**src/rtl/equation_sequencer_pkg.sv**
```systemverilog
// Shared types and widths for the equation puzzle round controller.
package equation_sequencer_pkg;

  localparam int TIMER_W = 7;  // seconds counters (OngoingTimer, secs_left)
  localparam int CNT_W   = 4;  // score and round counters

  typedef enum logic [2:0] {
    S_IDLE = 3'd0,
    S_ARM  = 3'd1,
    S_PLAY = 3'd2,
    S_WIN  = 3'd3,
    S_LOSE = 3'd4,
    S_NEXT = 3'd5,
    S_DONE = 3'd6
  } state_t;

endpackage

```
**src/rtl/equation_sequencer_sec_timebase.sv**
```systemverilog
// Seconds timebase: prescaler producing a one-cycle sec_tick and a wrapping
// free-running seconds counter shown to the players.
import equation_sequencer_pkg::*;

module sec_timebase #(
  parameter int TICK_DIV   = 50000000,
  parameter int TIMER_WRAP = 100
) (
  input  logic               Clock,
  input  logic               Reset,
  output logic               sec_tick,
  output logic [TIMER_W-1:0] OngoingTimer
);

  localparam int PW = (TICK_DIV > 1) ? $clog2(TICK_DIV) : 1;

  logic [PW-1:0] presc;

  assign sec_tick = (presc == PW'(TICK_DIV - 1));

  always_ff @(posedge Clock or posedge Reset) begin
    if (Reset) begin
      presc        <= '0;
      OngoingTimer <= '0;
    end else begin
      presc <= sec_tick ? '0 : presc + 1'b1;
      if (sec_tick)
        OngoingTimer <= (OngoingTimer == TIMER_W'(TIMER_WRAP - 1)) ? '0 : OngoingTimer + 1'b1;
    end
  end

endmodule

```
**src/rtl/equation_sequencer.sv**
```systemverilog
// Round controller for the equation puzzle bank: arms one equation per round,
// enforces the time limit, keeps score and ends the game after MAX_ROUNDS.
import equation_sequencer_pkg::*;

module equation_sequencer #(
  parameter int NUM_EQ     = 3,
  parameter int TICK_DIV   = 50000000,
  parameter int ROUND_SECS = 30,
  parameter int MAX_ROUNDS = 5,
  parameter int TIMER_WRAP = 100
) (
  input  logic               Clock,
  input  logic               Reset,
  input  logic               StartGame,
  input  logic               Retry,
  input  logic               Go,
  input  logic [NUM_EQ-1:0]  eq_correct,
  output logic [NUM_EQ-1:0]  eq_start,
  output logic [NUM_EQ-1:0]  eq_go,
  output logic [TIMER_W-1:0] OngoingTimer,
  output logic [1:0]         active_eq,
  output logic [CNT_W-1:0]   round_num,
  output logic [TIMER_W-1:0] secs_left,
  output logic [CNT_W-1:0]   score,
  output logic               timeout,
  output logic               game_over
);

  if (NUM_EQ < 2 || NUM_EQ > 4) begin : g_bad_num_eq
    $error("equation_sequencer: NUM_EQ must be 2..4");
  end
  if (ROUND_SECS < 1 || ROUND_SECS > 127 || MAX_ROUNDS < 1 || MAX_ROUNDS > 15) begin : g_bad_round
    $error("equation_sequencer: ROUND_SECS or MAX_ROUNDS out of range");
  end

  state_t            state, state_nxt;
  logic              sec_tick;
  logic              prev_correct;
  logic [NUM_EQ-1:0] sel;
  logic              cur_correct, win_edge, retry_fire, start_now;

  sec_timebase #(.TICK_DIV(TICK_DIV), .TIMER_WRAP(TIMER_WRAP)) u_timebase (
    .Clock        (Clock),
    .Reset        (Reset),
    .sec_tick     (sec_tick),
    .OngoingTimer (OngoingTimer)
  );

  // Only the active equation's flag matters; a level held from before ARM
  // never counts, only a fresh rising edge does.
  assign sel         = NUM_EQ'(1) << active_eq;
  assign cur_correct = |(eq_correct & sel);
  assign win_edge    = (state == S_PLAY) && cur_correct && !prev_correct;
  assign retry_fire  = (state == S_PLAY) && Retry && !win_edge;
  assign start_now   = (state == S_ARM) || (state == S_WIN) || retry_fire;

  assign eq_start  = start_now ? sel : '0;
  assign eq_go     = (Go && state == S_PLAY) ? sel : '0;
  assign timeout   = (state == S_LOSE);
  assign game_over = (state == S_DONE);

  always_ff @(posedge Clock or posedge Reset) begin
    if (Reset) state <= S_IDLE;
    else       state <= state_nxt;
  end

  always_comb begin
    state_nxt = state;
    case (state)
      S_IDLE, S_DONE: if (StartGame) state_nxt = S_ARM;
      S_ARM:  state_nxt = S_PLAY;
      S_PLAY: begin
        if (win_edge)                                      state_nxt = S_WIN;
        else if (sec_tick && secs_left == TIMER_W'(1))     state_nxt = S_LOSE;
      end
      S_WIN, S_LOSE: state_nxt = S_NEXT;
      S_NEXT: state_nxt = (round_num == CNT_W'(MAX_ROUNDS - 1)) ? S_DONE : S_ARM;
      default: state_nxt = S_IDLE;
    endcase
  end

  always_ff @(posedge Clock or posedge Reset) begin
    if (Reset) begin
      secs_left    <= '0;
      score        <= '0;
      round_num    <= '0;
      active_eq    <= '0;
      prev_correct <= 1'b0;
    end else begin
      case (state)
        S_IDLE, S_DONE: if (StartGame) begin
          score     <= '0;
          round_num <= '0;
          active_eq <= '0;
        end
        S_ARM: begin
          secs_left    <= TIMER_W'(ROUND_SECS);
          prev_correct <= cur_correct;
        end
        S_PLAY: begin
          prev_correct <= cur_correct;
          if (sec_tick && secs_left != '0) secs_left <= secs_left - 1'b1;
        end
        S_WIN:  if (score != '1) score <= score + 1'b1;
        S_LOSE: secs_left <= '0;
        S_NEXT: if (round_num != CNT_W'(MAX_ROUNDS - 1)) begin
          round_num <= round_num + 1'b1;
          active_eq <= (active_eq == 2'(NUM_EQ - 1)) ? 2'd0 : active_eq + 2'd1;
        end
        default: ;
      endcase
    end
  end

endmodule
```
**config.mk**
```make
export PLATFORM = sky130hd
export DESIGN_NAME = equation_sequencer
export DESIGN_NICKNAME = d
export VERILOG_FILES = /design/src/rtl/equation_sequencer_pkg.sv /design/src/rtl/equation_sequencer_sec_timebase.sv /design/src/rtl/equation_sequencer.sv
export SDC_FILE = /design/constraint.sdc
export NUM_CORES = 1
export LEC_CHECK = 0
export BUFFER_PORTS_ARGS = -buffer_cell sky130_fd_sc_hd__buf_2
export CAP_MARGIN = 20
export CORE_ASPECT_RATIO = 1.25
export CORE_MARGIN = 2
export CORE_UTILIZATION = 40
export CTS_BUF_LIST = sky130_fd_sc_hd__clkbuf_8
export DETAILED_ROUTE_END_ITERATION = 16
export PLACE_DENSITY_LB_ADDON = 0.25
export SLEW_MARGIN = 20
export SYNTH_ARGS = -nofsm -noshare
export SYNTH_HDL_FRONTEND = slang
export SYNTH_SLANG_ARGS = --single-unit
```
**constraint.sdc**
```tcl
create_clock -name Clock -period 1.95 [get_ports Clock]
set_input_delay 0.0975 -clock Clock [delete_from_list [all_inputs] [get_ports Clock]]
set_output_delay 0.0975 -clock Clock [all_outputs]
set_load 0.01 [all_outputs]
```
Word-level counts from Yosys, hierarchy flattened
Index checks and enable logic that the tools add are counted.
{"block": "classes", "n_addsub": 6, "n_mul": 0, "n_div": 0, "n_lt_le_gt_ge": 0, "eq_ne": 18, "n_shift": 1, "n_mux": 20, "bitwise_logic": 1, "n_reduce_logical": 24}
{"cell": "adder 26 x 1 -> 26 bit (second input constant)", "n": 1}
{"cell": "== test 26 bit (second input constant)", "n": 1}
{"cell": "two-way mux 26 bit", "n": 1}
{"cell": "case mux 7 bit (3 select lines)", "n": 1}
{"cell": "two-way mux 3 bit", "n": 6}
{"cell": "case mux 4 bit (2 select lines)", "n": 2}
{"cell": "case mux 3 bit (5 select lines)", "n": 1}
{"cell": "two-way mux 7 bit", "n": 2}
{"cell": "two-way mux 4 bit", "n": 3}
{"cell": "== test 3 bit (second input constant)", "n": 3}
{"cell": "adder 4 x 1 -> 4 bit (second input constant)", "n": 2}
{"cell": "adder 7 x 1 -> 7 bit (second input constant)", "n": 1}
{"cell": "== test 7 x 1 -> 1 bit (second input constant)", "n": 1}
{"cell": "== test 7 bit (second input constant)", "n": 1}
{"cell": "logical AND 1 bit", "n": 7}
{"cell": "nonzero test 7 bit", "n": 1}
{"cell": "subtractor 7 x 1 -> 7 bit (second input constant)", "n": 1}
{"cell": "== test 3 x 2 -> 1 bit (second input constant)", "n": 2}
{"cell": "two-way mux 2 bit", "n": 3}
{"cell": "AND reduction 3 bit", "n": 2}
{"cell": "OR reduction 2 bit", "n": 3}
{"cell": "== test 4 x 3 -> 1 bit (second input constant)", "n": 1}
{"cell": "!= test 2 x 1 -> 1 bit (second input constant)", "n": 2}
{"cell": "!= test 2 bit (second input constant)", "n": 2}
{"cell": "16 further kinds", "n": 20}
{"block": "totals", "register_bits": 54, "latchBits": 0, "ramBits": 0, "rom_bits": 0, "in_bits": 8, "out_inout_bits": 32, "word_cells": 78, "n_memories": 0}

Logic depth before layout (Yosys ltp)
{"block": "depth", "depth_word": 9, "depth_mapped": 7, "depth_no_buf": 6}

By module
Synthesis repeated with hierarchy kept, for this count alone.
{"block": "unflattened", "hier_cells": 329, "area_unflattened_um2": 3133.0}
{"mod": "sec_timebase", "n_inst": 1, "cells_each": 165, "area_each_um2": 1700.4, "seq_area_each_um2": 825.8}
{"mod": "equation_sequencer", "n_inst": 1, "cells_each": 164, "area_each_um2": 1432.6, "seq_area_each_um2": 525.5}

Least setup slack after synthesis
Ideal clock, no wire load.
{"block": "synth_path", "path_type": "register -> output", "startpoint": "register active_eq[0]", "endpoint": "output eq_start[0]", "arrival_ps": 1897, "t_required_ps": 1852, "slack_ps": -45, "stages_incl_launch_ff": 6, "path_buffers": 1, "path_cell_list": "dfrtp_1 -> clkbuf_1 -> mux2i_1 -> o21a_1 -> o211ai_1 -> a2111oi_0"}
{"block": "synth_via", "elab_chain_cells": 9}
{"item": "start, declared", "line_no": "equation_sequencer.sv:21", "source": "output logic [1:0] active_eq,"}
{"item": "start signal, assigned", "line_no": "equation_sequencer.sv:108", "source": "active_eq <= (active_eq == 2'(NUM_EQ - 1)) ? 2'd0 : active_eq + 2'd1;"}
{"item": "<< shifter 1 x 2 -> 3 bit *", "line_no": "equation_sequencer.sv:51", "source": "assign sel = NUM_EQ'(1) << active_eq;"}
{"item": "bitwise AND 3 bit", "line_no": "equation_sequencer.sv:52", "source": "assign cur_correct = |(eq_correct & sel);"}
{"item": "OR reduction 3 bit", "line_no": "equation_sequencer.sv:52"}
{"item": "logical AND 1 bit (2 in series)", "line_no": "equation_sequencer.sv:53", "source": "assign win_edge = (state == S_PLAY) && cur_correct && !prev_correct;"}
{"item": "logical NOT 1 bit", "line_no": "equation_sequencer.sv:54", "source": "assign retry_fire = (state == S_PLAY) && Retry && !win_edge;"}
{"item": "logical AND 1 bit", "line_no": "equation_sequencer.sv:54"}
{"item": "logical OR 1 bit", "line_no": "equation_sequencer.sv:55", "source": "assign start_now = (state == S_ARM) || (state == S_WIN) || retry_fire;"}
{"item": "two-way mux 3 bit *", "line_no": "equation_sequencer.sv:57", "source": "assign eq_start = start_now ? sel : '0;"}
{"item": "end, declared", "line_no": "equation_sequencer.sv:18", "source": "output logic [NUM_EQ-1:0] eq_start,"}
Every way passes the cells marked *; elsewhere a longest branch is shown, timed or not.

Worst setup path in the final report
{"block": "layout_path", "startpoint": "register active_eq[0]", "endpoint": "output eq_start[2]"}
The elaborated chain is that of the path after synthesis.

==> impl_metrics.ini <==
[critical_path]
r2r-end = secs_left[2]
cp.required_ps = 1850
cp_max_fo = 3
criticalPathCategory = reg2out
cp-start-kind = flip-flop
timing.rr.start = u_timebase.presc[0]
ff2ff_setup_slack_ps = 90
reg2regPathDepth = 6
arrival_ps = 1870
cp-end-kind = primary output

[sta]
period_needed_ps = 1970
rsz0062_at_grt = yes
setup_violations = 2
relSlewSlack = 0.667
achievable-frequency_mhz = 507
worst_pin_slew_ps = 495
fin_worst_skew_ps = 6.28
hold_viol = 0
setup_ws_ps = -21.7
fin_crit_sh = 1.01
slew_violations = 0

[global_route]
grt_max_degree = 34
grt_pass1_wl_mm = 12.7
grt_util_met1 = 0.223
grt_use_met2 = 0.309
grt_remaining_overflow = 0
grt-busiest-layer = met2
track_usage = 0.174
antenna_found_initial = 0
grt_pass1_vias = 2725
gr-usage-met3 = 0.0270

[logic_synthesis]
synth.net_count = 351
synth_cell_types = 61
syn_inst = 336
syn_area_um2 = 3210
synthArstFlopShare = 1.00
ys_ff_latch = 54
seq_area_frac_synth = 0.421
synth_area_per_cell_um2 = 9.56
yosysWarnings = 0
synth_ff_type = dfrtp_1
synth_edf_count = 0

[cts]
cts_buffers = 5
path_clk_slew_ps = 100
cts_tree = built
root_buffer = clkbuf_8
clk_latency_ps = 310
cts_num_sinks = 54
cts_htree_levels = 2
clockBufferDepth = 2

[pwr]
powerDensity_nw_per_um2 = 919
p_total_mw = 3.59
worst_ir_drop_vdd_mv = 0.531
leakagePower_nw = 1.81

[finish]
final_cell_mix = dfrtp_1 (50), buf_2 (39), buf_4 (33)
multi_input_comb_area_um2 = 1800
nNetsFinal = 417
final_util = 0.501
seq_area_um2 = 1360
drive_above_1_share = 0.270
area_growth_pct = 21.6
fin_cells = 498
fill_cells = 739
final_common_cell = dfrtp_1
antenna_cells = 0

[min_path]
hold_class = in2reg
whs_endpoint = state[2]
worstHoldPathCells = 4
min-delay-start = StartGame

[drt]
avgViaCountPerCell = 5.56
drc = 0
detail-route-antenna-nets = 0
totalWireLength_mm = 7.76
firstDrtPassIters = 4
drtIter0Drc = 77
wl_per_cell_um = 15.6
num_vias = 2769

[floorplanning]
io_pins = 40
die_w_um = 84.2
initial_core_util = 0.412
coreArea_um2 = 7790
row_count = 36
chipHeight_um = 104
die_area_um2 = 8770

[place]
routabilityCongestion = 0.806
io_buffers = 39
hpwl_mm = 5.61
place_ws_ps = 94.6
post-place-cells = 483

[run_status]
violations = negative setup slack
status = complete, but fails checks

[job]
cap_violations = 0
-- critical path, stage by stage, from the launching register on --
cell and delay (ps):
dfrtp_2 420, mux2i_4 250, o21a_1 170, o211ai_1 160, a2111oi_1 370, buf_2 200
-- worst max-delay path by stage --
stage / slack (ps) / start / depth (start not counted) / end
after detailed placement: 90 / u_timebase.presc[0] / 6 / secs_left[5]
after CTS: 5 / active_eq[0] / 5 / eq_start[0]
after floorplan: -40 / active_eq[0] / 5 / eq_start[0]
after global routing: -110 / active_eq[0] / 5 / eq_start[2]
after global placement: 150 / u_timebase.presc[0] / 6 / u_timebase.OngoingTimer[1]
final: -20 / active_eq[0] / 5 / eq_start[2]
-- what timing repair did --
action / CTS / global route
pin swaps: 2 / 3
setup buffers: 1 / 4
hold buffers: 1 / 0
resized for setup: 5 / 8
cloned: 0 / 1
endpoints found under the hold margin: 21 / 0
setup endpoints to repair: 2 / 11
-- stage by stage --
step,hold slack [ps],TNS (ps),instance area [um^2]
floorplan,333,-89.2,3210
global placement,164,0,3690
detailed placement,157,0,3690
CTS,243,0,3830
global route,249,-215,3910
finish,240,-23.5,3910
-- power breakdown --
| part | leakage, nW | internal [mW] | switching [mW] |
|---|---|---|---|
| Combinational | 1.04 | 0.617 | 0.787 |
| Sequential | 0.711 | 1.25 | 0.172 |
| Clock | 0.0556 | 0.379 | 0.386 |
-- cells in the mapped netlist, drive strengths merged (2+ instances only) --
| cell | instances | area share |
|---|---|---|
| and2 | 5 | 0.0097 |
| nor2 | 23 | 0.027 |
| nand3b | 4 | 0.0093 |
| or4 | 4 | 0.011 |
| a21oi | 9 | 0.014 |
| xor2 | 14 | 0.038 |
| o21a | 2 | 0.0047 |
| nand2 | 26 | 0.030 |
| or2 | 2 | 0.0039 |
| nor2b | 4 | 0.0078 |
| nor3 | 7 | 0.011 |
| nand2b | 7 | 0.014 |
| nor4 | 8 | 0.025 |
| and4 | 9 | 0.025 |
| clkbuf | 8 | 0.0093 |
| dfrtp | 54 | 0.42 |
| a2111oi | 2 | 0.0055 |
| o31ai | 3 | 0.0070 |
| and3 | 6 | 0.012 |
| ha | 7 | 0.027 |
| nand4 | 12 | 0.030 |
| buf | 8 | 0.012 |
| inv | 12 | 0.014 |
| a31o | 2 | 0.0055 |
| a211oi | 2 | 0.0047 |
| nand3 | 20 | 0.033 |
| or3 | 3 | 0.0058 |
| nand4b | 3 | 0.0082 |
| mux2i | 7 | 0.022 |
| o211ai | 4 | 0.0093 |
| xnor2 | 8 | 0.022 |
| a31oi | 2 | 0.0039 |
| o22ai | 2 | 0.0039 |
| nor3b | 2 | 0.0078 |
| o21ai | 23 | 0.037 |
| mux2 | 4 | 0.014 |
-- sequential cells by signal, indices dropped and copies added, names as in the netlist --
| name | flops |
|---|---|
| state | 3 |
| round_num | 4 |
| active_eq | 2 |
| u_timebase.presc | 26 |
| prev_correct | 1 |
| score | 4 |
| secs_left | 7 |
| u_timebase.OngoingTimer | 7 |
-- area by class of cell --
class	instances	share of cell area
tap	95	0.0304
multi-input combinational	255	0.462
timing repair buffer	74	0.121
inverter	12	0.0115
clock buffer	5	0.0176
clock inverter	3	0.0106
sequential	54	0.347
-- routing by layer --
layer / routed length, um / up-vias
met4: 29 / 0
met2: 3990 / 37
li1: - / 1378
met5: 0 / -
met3: 199 / 2
met1: 3540 / 1352
-- kinds of logic after synthesis --
family / after synthesis / share of synthesized area
adders and majority gates: 8 / 0.0304
buffers and inverters: 28 / 0.0358
DFF: 54 / 0.421
AOI/OAI and AO/OA: 64 / 0.131
and+or+nand+nor: 149 / 0.287
muxes: 11 / 0.0358
xor gates and xnor gates: 22 / 0.0600
Power figures use the tool's default switching activity.
